## src/rtl/data_memory_responder.sv

```systemverilog
// Word-array data memory with a fixed access latency for the MEM stage.
// Ports: clk_i, rst_i (async low), req/we/addr/data in; ack/data/err/stall out.
module data_memory_responder #(
   parameter int unsigned DEPTH   = 32,
   parameter int unsigned LATENCY = 4
) (
   input  logic        clk_i,
   input  logic        rst_i,
   input  logic        req_i,
   input  logic        we_i,
   input  logic [31:0] addr_i,
   input  logic [31:0] data_i,
   output logic        ack_o,
   output logic [31:0] data_o,
   output logic        err_o,
   output logic        stall_o
);

   localparam int unsigned AW = $clog2(DEPTH);
   localparam int unsigned CW = $clog2(LATENCY) + 1;
   localparam logic [CW-1:0] CNT_INIT = CW'(LATENCY - 1);

   typedef enum logic [1:0] {IDLE, BUSY, DONE} state_e;

   state_e        state_q, state_d;
   logic [CW-1:0] cnt_q, cnt_d;
   logic          we_q, we_d;
   logic [31:0]   addr_q, addr_d;
   logic [31:0]   wdata_q, wdata_d;
   logic [31:0]   rdata_q, rdata_d;
   logic          ack_q, ack_d;
   logic          err_q, err_d;
   logic          mem_we;
   logic [AW-1:0] idx;
   logic          bad;

   logic [31:0]   mem_q [DEPTH];

   assign idx = addr_q[AW+1:2];
   // DEPTH is a power of two, so any set bit above the index is out of range
   assign bad = (addr_q[1:0] != 2'b00) || (addr_q[31:AW+2] != '0);

   assign ack_o  = ack_q;
   assign err_o  = err_q;
   assign data_o = rdata_q;

   always_comb begin
      state_d = state_q;
      cnt_d   = cnt_q;
      we_d    = we_q;
      addr_d  = addr_q;
      wdata_d = wdata_q;
      rdata_d = rdata_q;
      ack_d   = 1'b0;
      err_d   = 1'b0;
      mem_we  = 1'b0;
      stall_o = 1'b0;
      unique case (state_q)
         IDLE: begin
            stall_o = req_i;
            if (req_i) begin
               we_d    = we_i;
               addr_d  = addr_i;
               wdata_d = data_i;
               cnt_d   = CNT_INIT;
               state_d = BUSY;
            end
         end
         BUSY: begin
            stall_o = 1'b1;
            if (cnt_q != '0) begin
               cnt_d = cnt_q - 1'b1;
            end else begin
               state_d = DONE;
               ack_d   = 1'b1;
               err_d   = bad;
               mem_we  = we_q && !bad;
               if (!we_q)
                  rdata_d = bad ? '0 : mem_q[idx];
            end
         end
         DONE: begin
            state_d = IDLE;
         end
         default: begin
            state_d = IDLE;
         end
      endcase
   end

   always_ff @(posedge clk_i or negedge rst_i) begin
      if (!rst_i) begin
         state_q <= IDLE;
         cnt_q   <= '0;
         we_q    <= 1'b0;
         addr_q  <= '0;
         wdata_q <= '0;
         rdata_q <= '0;
         ack_q   <= 1'b0;
         err_q   <= 1'b0;
      end else begin
         state_q <= state_d;
         cnt_q   <= cnt_d;
         we_q    <= we_d;
         addr_q  <= addr_d;
         wdata_q <= wdata_d;
         rdata_q <= rdata_d;
         ack_q   <= ack_d;
         err_q   <= err_d;
      end
   end

   // Array is not reset; a reset during BUSY leaves state IDLE so no write fires
   always_ff @(posedge clk_i) begin
      if (mem_we)
         mem_q[idx] <= wdata_q;
   end

endmodule

```

## config.mk

```make
export PLATFORM = sky130hd
export DESIGN_NAME = data_memory_responder
export DESIGN_NICKNAME = d
export VERILOG_FILES = /design/src/rtl/data_memory_responder.sv
export SDC_FILE = /design/constraint.sdc
export NUM_CORES = 1
export LEC_CHECK = 0
export CORE_AREA = 3 3 314 316
export CTS_CLUSTER_DIAMETER = 120
export CTS_CLUSTER_SIZE = 20
export DETAILED_ROUTE_END_ITERATION = 12
export DIE_AREA = 0 0 317 319
export GPL_TIMING_DRIVEN = 0
export PLACE_DENSITY_LB_ADDON = 0.2
export SYNTH_ARGS = -nofsm -noshare
export SYNTH_HDL_FRONTEND = slang
export SYNTH_SLANG_ARGS = --single-unit
```

## constraint.sdc

```tcl
create_clock -name clk_i -period 4.05 [get_ports clk_i]
set_input_delay 1.215 -clock clk_i [delete_from_list [all_inputs] [get_ports clk_i]]
set_output_delay 1.215 -clock clk_i [all_outputs]
set_load 0.01 [all_outputs]
```

==> results of run 1 <==
## flip-flops by register name, indices dropped and copies added (netlist names)
name     flops
mem_q     1024
addr_q      32
data_o      32
wdata_q     32
cnt_q        3
state_q      2
ack_o        1
err_o        1
we_q         1
## cell usage after synthesis, drive strengths merged (3+ instances only)
master | number | area, um2
buf | 90 | 737.0
a22oi | 3 | 22.52
mux2i | 136 | 1361
dfrtp | 104 | 2603
nand2b | 6 | 37.54
nand3b | 4 | 30.03
nor3 | 6 | 52.55
nor4 | 7 | 43.79
o31ai | 31 | 252.7
a21oi | 6 | 30.03
nand3 | 29 | 145.1
edfxtp | 1024 | 30750
clkbuf | 27 | 106.4
mux2 | 184 | 2072
nand4b | 5 | 65.06
nand4bb | 6 | 72.57
a211oi | 13 | 97.59
nor2b | 10 | 62.56
mux4 | 124 | 2793
a221oi | 55 | 481.7
nand4 | 8 | 50.05
nand2 | 35 | 131.4
o22ai | 125 | 782.0
nor2 | 41 | 153.9
## cell type report
| type | count | area (um2) | area share, % |
|---|---|---|---|
| antenna | 1 | 2.502 | 0.005064 |
| buffer | 117 | 847.1 | 1.714 |
| clock buffer | 117 | 1907 | 3.859 |
| clock inverter | 3 | 33.78 | 0.06837 |
| inverter | 2 | 7.507 | 0.01519 |
| multi-input combinational | 855 | 9175 | 18.57 |
| sequential | 1128 | 33350 | 67.50 |
| tap | 1276 | 1597 | 3.231 |
| timing repair buffer | 175 | 2492 | 5.044 |
## routing by layer
| layer | vias to the layer above | wire [um] |
|---|---|---|
| met5 | - | 0 |
| met4 | 0 | 4515 |
| met3 | 218 | 9562 |
| met2 | 1113 | 61230 |
| met1 | 12153 | 50520 |
| li1 | 9179 | - |
## placed cells by master, fill, tap and decap left out, types with 6 or more instances in the layout
cell / n
edfxtp_1: 1024
mux2_2: 184
mux2i_1: 136
o22ai_1: 125
mux4_2: 124
dfrtp_1: 104
clkdlybuf4s50_1: 101
clkbuf_1: 70
clkbuf_16: 69
a221oi_1: 55
buf_2: 38
buf_12: 37
nand2_1: 35
nor2_4: 32
buf_4: 29
nand3_1: 29
o31ai_1: 27
buf_6: 26
buf_16: 24
a211oi_1: 13
nor2b_1: 10
nor2_1: 9
nand4_1: 8
nor4_1: 7
buf_8: 7
nand2b_1: 6
a21oi_1: 6
## power groups by stage
| stage | Sequential, mW | Combinational (mW) | Clock [mW] |
|---|---|---|---|
| global placement | 16.3 | 7.75 | 0 |
| floorplan | 15.8 | 5.21 | 0 |
| CTS | 16.2 | 7.99 | 7.02 |
| finish | 16.2 | 7.96 | 6.93 |
| detailed placement | 16.5 | 7.95 | 0 |
| global route | 16.4 | 8.33 | 7.49 |
## how the worst max path moves through the flow
stage                           startpoint                      end  slack (ns)
global placement                     rst_i    addr_q[0]$_DFFE_PN0P_       -4.05
global route         addr_q[1]$_DFFE_PN0P_  mem_q[13][14]$_DFFE_PP_        0.02
detailed placement   addr_q[1]$_DFFE_PN0P_   mem_q[17][7]$_DFFE_PP_       -0.12
floorplan           addr_q[15]$_DFFE_PN0P_   mem_q[14][0]$_DFFE_PP_        0.86
CTS                  addr_q[1]$_DFFE_PN0P_   mem_q[9][14]$_DFFE_PP_        0.01
finish               addr_q[1]$_DFFE_PN0P_  mem_q[13][20]$_DFFE_PP_        0.13
## per-stage QoR
stage | cell area, um2 | hold WS, ns
2_1_floorplan | 43130 | 0.4396
3_3_place_gp | 45750 | 0.4642
3_5_place_dp | 47230 | 0.4698
4_1_cts | 49220 | 0.4852
5_1_grt | 49410 | 0.5033
6_report | 49410 | 0.4868
## logic make-up (layout without fill, tap and decap cells)
logic type,count (synthesis),in the layout
DFF,1128,1128
AOI/OAI and AO/OA,238,238
xor gates and xnor gates,1,1
adders and majority gates,2,2
buffers and inverters,119,414
other,0,1
muxes,444,444
and+or+nand+nor,170,170
## timing repair
action / 4_1_cts / 5_1_grt
pin swaps: 2 / 8
endpoints found under the setup margin: 34 / 153
setup buffers: 5 / 15
## worst max-delay path, stage by stage (launching register included)
cell	delay, ns
dfrtp_1	0.38
nor4_1	0.38
nand4_1	0.29
nor2_1	0.49
nand4b_1	0.87
nor2_4	0.72
buf_12	0.28
buf_16	0.19
==> metrics.cfg, run 1 <==
[cells_and_area]
layout.nets = 2415
drive_gt1_share_pct = 24.70
area_growth_pct = 14.56
instances_no_fill = 3674
fin_util_pct = 51.32
nFillCells = 7573

[sta]
rsz0062_at_grt = no
final-setup-viol-count = 0
slew_headroom_pct = -0.8377
clock_skew_ns = 0.03713
slew_violations = 11
hold_viol_final = 0
fin_crit_ns = 3.920
worstMarginPinSlew_ns = 1.513
worst_slack_ns = 0.1295
fin_crit_sh_pct = 96.80
max_freq_mhz = 255.1
fin_tns_setup_ns = 0

[worst_hold_path]
min-delay-start = cnt_q[0]$_DFFE_PN0P_
hold-path-cell-count = 1
hold_class = register to register
hold-path-endpoint = cnt_q[0]$_DFFE_PN0P_

[worst_setup_path]
crit_arrival_ns = 4.26
cp_max_fo = 15
rr_endpoint = mem_q[13][20]$_DFFE_PP_
r2r-start = addr_q[1]$_DFFE_PN0P_
r2r_setup_slack_ns = 0.13
ff2ff_path_depth = 7
startpoint_type = register
critPathKind = register to register
crit_path_end_kind = register
worstPathRequired_ns = 4.39

[yosys]
synth_edf_count = 1024
ys_async_sr_fraction_pct = 9.220
synth_warnings = 0
synth_compound_area_share_pct = 3.971
synth_adder_area_share_pct = 0.05802
ys_seq_area_share_pct = 77.32
synthesis.area_mm2 = 0.04313
synth_top_family_by_area = multiplexers
synth-xor-area-share_pct = 0.02031
synthCells = 2102
ys_types = 55
synthMuxAreaShare_pct = 14.43
avgSynthCellArea_um2 = 20.52
synth-simple-area-share_pct = 2.219
synthFlopType = edfxtp_1
ys_ff_latch = 1128
syn-num-nets = 2172

[die]
start_util_pct = 44.80
coreArea_mm2 = 0.09628
chipWidth_um = 317
die_h_um = 319
dieArea_mm2 = 0.1011
ios = 103
num_rows = 114

[clock_tree]
cts_sinks = 1128
h-tree-depth = 3
cts_buffer_depth = 3
clock_latency_ns = 0.64
cts_tree = done
cts.root.buffer_cell = clkbuf_16
cts_hold_buffers = 0
cts.reportedPaths.clkPinSlew_ns = 0.08
cts_buffers = 66
cts_resized = 0

[grt]
antenna_found_initial = 2
grt_pass1_wl_mm = 174.0
top_usage_layer = met2
grt_use_met3_pct = 3.938
grt_max_degree = 63
grtUsageMet2_pct = 40.09
track_usage_pct = 24.92
grt_pass1_vias = 22608
grtUsageMet1_pct = 34.58
overflow = 0

[drt]
wire_per_inst_um = 34.25
vias_per_cell = 6.168
drt_iter0_drc = 3277
drc = 0
postRouteAntennaNets = 0
num_vias = 22663
routed_wl_mm = 125.8
drtPass1Iterations = 7

[pwr]
swShare_pct = 31.68
comb_power_share_pct = 25.6
total_power_mw = 31.14
ir_worst_vdd_mv = 0.5001
p_sw_mw = 9.864
static-leakage-power_nw = 15.82
intPower_mw = 21.27
p_per_area_mw_per_mm2 = 630.1
power_frac_seq_pct = 52.2
clock_power_share_pct = 22.3

[placement]
io_buffers = 102
place_congestion = 0.8224
dp.cells = 3533
dp_worst_setup_slack_ns = -0.1189
post-dp-hpwl_mm = 80.83

[run]
cap_violations = 2

[outcome]
failed_checks = capacitance limit, slew limit
status = finished with violations

No activity file was read; power rests on OpenSTA's default activity.
==> run 2, diff against run 1 <==
- GPL_ROUTABILITY_DRIVEN: unset -> 0
- PLACE_DENSITY: unset -> 0.66
- PLACE_DENSITY_LB_ADDON: 0.2 -> unset
==> run 2 against run 1 <==
  * Non-clock buffer count fell by 17
  * Critical endpoint is now mem_q[1][11]$_DFFE_PP_
  * Cell count fell by 0.49%
  * The flow now finishes without violations
  * Highest routed layer unchanged
  * First-iteration DRC count fell by 3.0%
==> metrics.cfg, run 2 (synthesis results as in run 1) <==
[pwr]
power_frac_seq_pct = 52.5  ; +0.3 points
intPower_mw = 21.21  ; -0.27%
swShare_pct = 31.42  ; -0.26 points
clock_power_share_pct = 22.1  ; -0.2 points
static-leakage-power_nw = 15.68  ; -0.91%
p_sw_mw = 9.719  ; -1.5%
total_power_mw = 30.93  ; -0.65%
ir_worst_vdd_mv = 0.4030  ; -19%
p_per_area_mw_per_mm2 = 629.8  ; about the same
comb_power_share_pct = 25.4  ; -0.2 points

[sta]
holdWs_ns = 0.4858  ; -0.0009170 ns
max_freq_mhz = 249.8  ; -2.1%
hold_viol_final = 0  ; unchanged
slew_violations = 0  ; -11
worstMarginPinSlew_ns = 1.484  ; -0.02858 ns
fin_crit_sh_pct = 98.84  ; +2.0 points
fin_tns_setup_ns = 0  ; unchanged
clock_skew_ns = 0.03915  ; +0.002025 ns
slew_headroom_pct = 1.067  ; +1.9 points
final-setup-viol-count = 0  ; unchanged
fin_crit_ns = 4.003  ; +0.08267 ns

[worst_setup_path]
rr_endpoint = mem_q[1][11]$_DFFE_PP_
worstPathRequired_ns = 4.38  ; about the same
cp_max_fo = 12  ; -3
slowest_stage = nand4b_1
path_buf_inv = 2  ; unchanged
crit_end = mem_q[1][11]$_DFFE_PP_
startpoint_type = register
critical-path-top-delay-family = simple AND/OR/NAND/NOR gates
critical_path_cell_count = 7  ; unchanged
crit_start = addr_q[1]$_DFFE_PN0P_
crit_arrival_ns = 4.34  ; +0.08 ns
ff2ff_path_depth = 7  ; unchanged
cp_cell_sequence = nor4_1, nand4_1, nor2_1, nand4b_1, nor2_4, buf_16, buf_16
path_common_cell = buf_16
critPathKind = register to register
r2r_setup_slack_ns = 0.05  ; -0.08 ns
r2r-start = addr_q[1]$_DFFE_PN0P_
crit_path_end_kind = register
slowest_delay_ns = 0.88  ; about the same

[cells_and_area]
instances_no_fill = 3656  ; -0.49%
diodes = 0  ; -1
area_growth_pct = 13.87
largest_reg_flops = 1024  ; unchanged
final_cell_mix = 1024 x edfxtp_1, 184 x mux2_2, 136 x mux2i_1
layout.nets = 2398  ; -0.70%
drive_gt1_share_pct = 24.20  ; -0.50 points
layout_commonest_cell = edfxtp_1
top_register = mem_q

[grt]
grt_pass1_vias = 22575  ; -0.15%
grt_max_degree = 67  ; +6.3%
grtUsageMet1_pct = 31.95  ; -2.6 points
top_usage_layer = met2
grt_pass1_wl_mm = 168.3  ; -3.3%
antenna_found_initial = 0  ; -2
grtUsageMet2_pct = 38.76  ; -1.3 points
grt_use_met3_pct = 4.074  ; +0.14 points
track_usage_pct = 23.85  ; -1.1 points
overflow = 0  ; unchanged

[clock_tree]
cts_hold_buffers = 0  ; unchanged
clock_latency_ns = 0.65  ; about the same
cts_buffer_depth = 3  ; unchanged
cts_tree = done
cts_sinks = 1128  ; unchanged
cts.reportedPaths.clkPinSlew_ns = 0.08  ; about the same
cts.root.buffer_cell = clkbuf_16
h-tree-depth = 3  ; unchanged
cts_buffers = 66  ; unchanged

[drt]
postRouteAntennaNets = 0  ; unchanged
routed_wl_mm = 120.9  ; -3.9%
drc = 0  ; unchanged
drt_iter0_drc = 3179  ; -3.0%
drtPass1Iterations = 5  ; -2
wire_per_inst_um = 33.07  ; -3.4%
num_vias = 22425  ; -1.1%
vias_per_cell = 6.134  ; -0.56%

[die]
dieArea_mm2 = 0.1011  ; unchanged
ios = 103  ; unchanged
num_rows = 114  ; unchanged
coreArea_mm2 = 0.09628  ; unchanged
chipWidth_um = 317  ; unchanged
die_h_um = 319  ; unchanged
start_util_pct = 44.80  ; unchanged

[worst_hold_path]
hold_class = register to register

[run]
cap_violations = 0  ; -2

[outcome]
status = finished clean

[placement]
post-dp-hpwl_mm = 77.80  ; -3.7%
io_buffers = 102  ; unchanged
dp.cells = 3529  ; -0.11%

==> run 2: area by class of cell <==
| cell class | instances | area (um2) |
|---|---|---|
| buffer | 117 | 845.8 |
| clock buffer | 113 | 1849 |
| clock inverter | 7 | 83.83 |
| fill | 7495 | 47170 |
| inverter | 2 | 7.507 |
| multi-input combinational | 855 | 9175 |
| sequential | 1128 | 33350 |
| tap | 1276 | 1597 |
| timing repair buffer | 158 | 2205 |
==> run 2: per-stage QoR <==
| step | util, % | setup slack [ns] | cell area, um2 |
|---|---|---|---|
| after floorplan | - | 0.8621 | 43130 |
| after global placement | 47.52 | -3.811 | 45750 |
| after detailed placement | 48.94 | 0.02244 | 47120 |
| after CTS | 50.94 | 0.01238 | 49050 |
| after global routing | 51.01 | -0.1068 | 49110 |
| final | 51.01 | 0.04685 | 49110 |
==> run 2: repair_timing <==
| action | CTS | global route |
|---|---|---|
| resized for setup | 0 | 0 |
| setup endpoints to repair | 0 | 58 |
| buffers inserted | 0 | 7 |
==> run 2: power by group through the flow <==
stage	logic, mW	registers [mW]	clock network (mW)
after detailed placement	7.82	16.5	0
after floorplan	5.21	15.8	0
final	7.86	16.2	6.84
after global placement	7.59	16.3	0
after CTS	7.85	16.2	6.92
after global routing	8.20	16.4	7.34
==> run 2: layer usage <==
metal | wire (um) | share of wire, % | up-vias
li1 | - | - | 9122
met3 | 10430 | 8.6 | 245
met4 | 5415 | 4.5 | 0
met1 | 46110 | 38 | 11856
met5 | 0 | 0 | -
met2 | 58950 | 49 | 1202
==> run 2: worst register-to-register path, cell delays in order, from the launching register on <==
cell,delay [ns]
dfrtp_1,0.39
nor4_1,0.39
nand4_1,0.25
nor2_1,0.48
nand4b_1,0.88
nor2_4,0.88
buf_16,0.24
buf_16,0.18
==> run 2: worst min-delay path by stage <==
stage | from | to | cells past startpoint
final | data_o[9]$_DFFE_PN0P_ | data_o[9]$_DFFE_PN0P_ | 2
after global routing | cnt_q[0]$_DFFE_PN0P_ | cnt_q[0]$_DFFE_PN0P_ | 1
after CTS | data_o[9]$_DFFE_PN0P_ | data_o[9]$_DFFE_PN0P_ | 2
after detailed placement | data_o[9]$_DFFE_PN0P_ | data_o[9]$_DFFE_PN0P_ | 2
after global placement | cnt_q[2]$_DFFE_PN0P_ | state_q[1]$_DFFE_PN0P_ | 1
after floorplan | cnt_q[0]$_DFFE_PN0P_ | cnt_q[0]$_DFFE_PN0P_ | 1
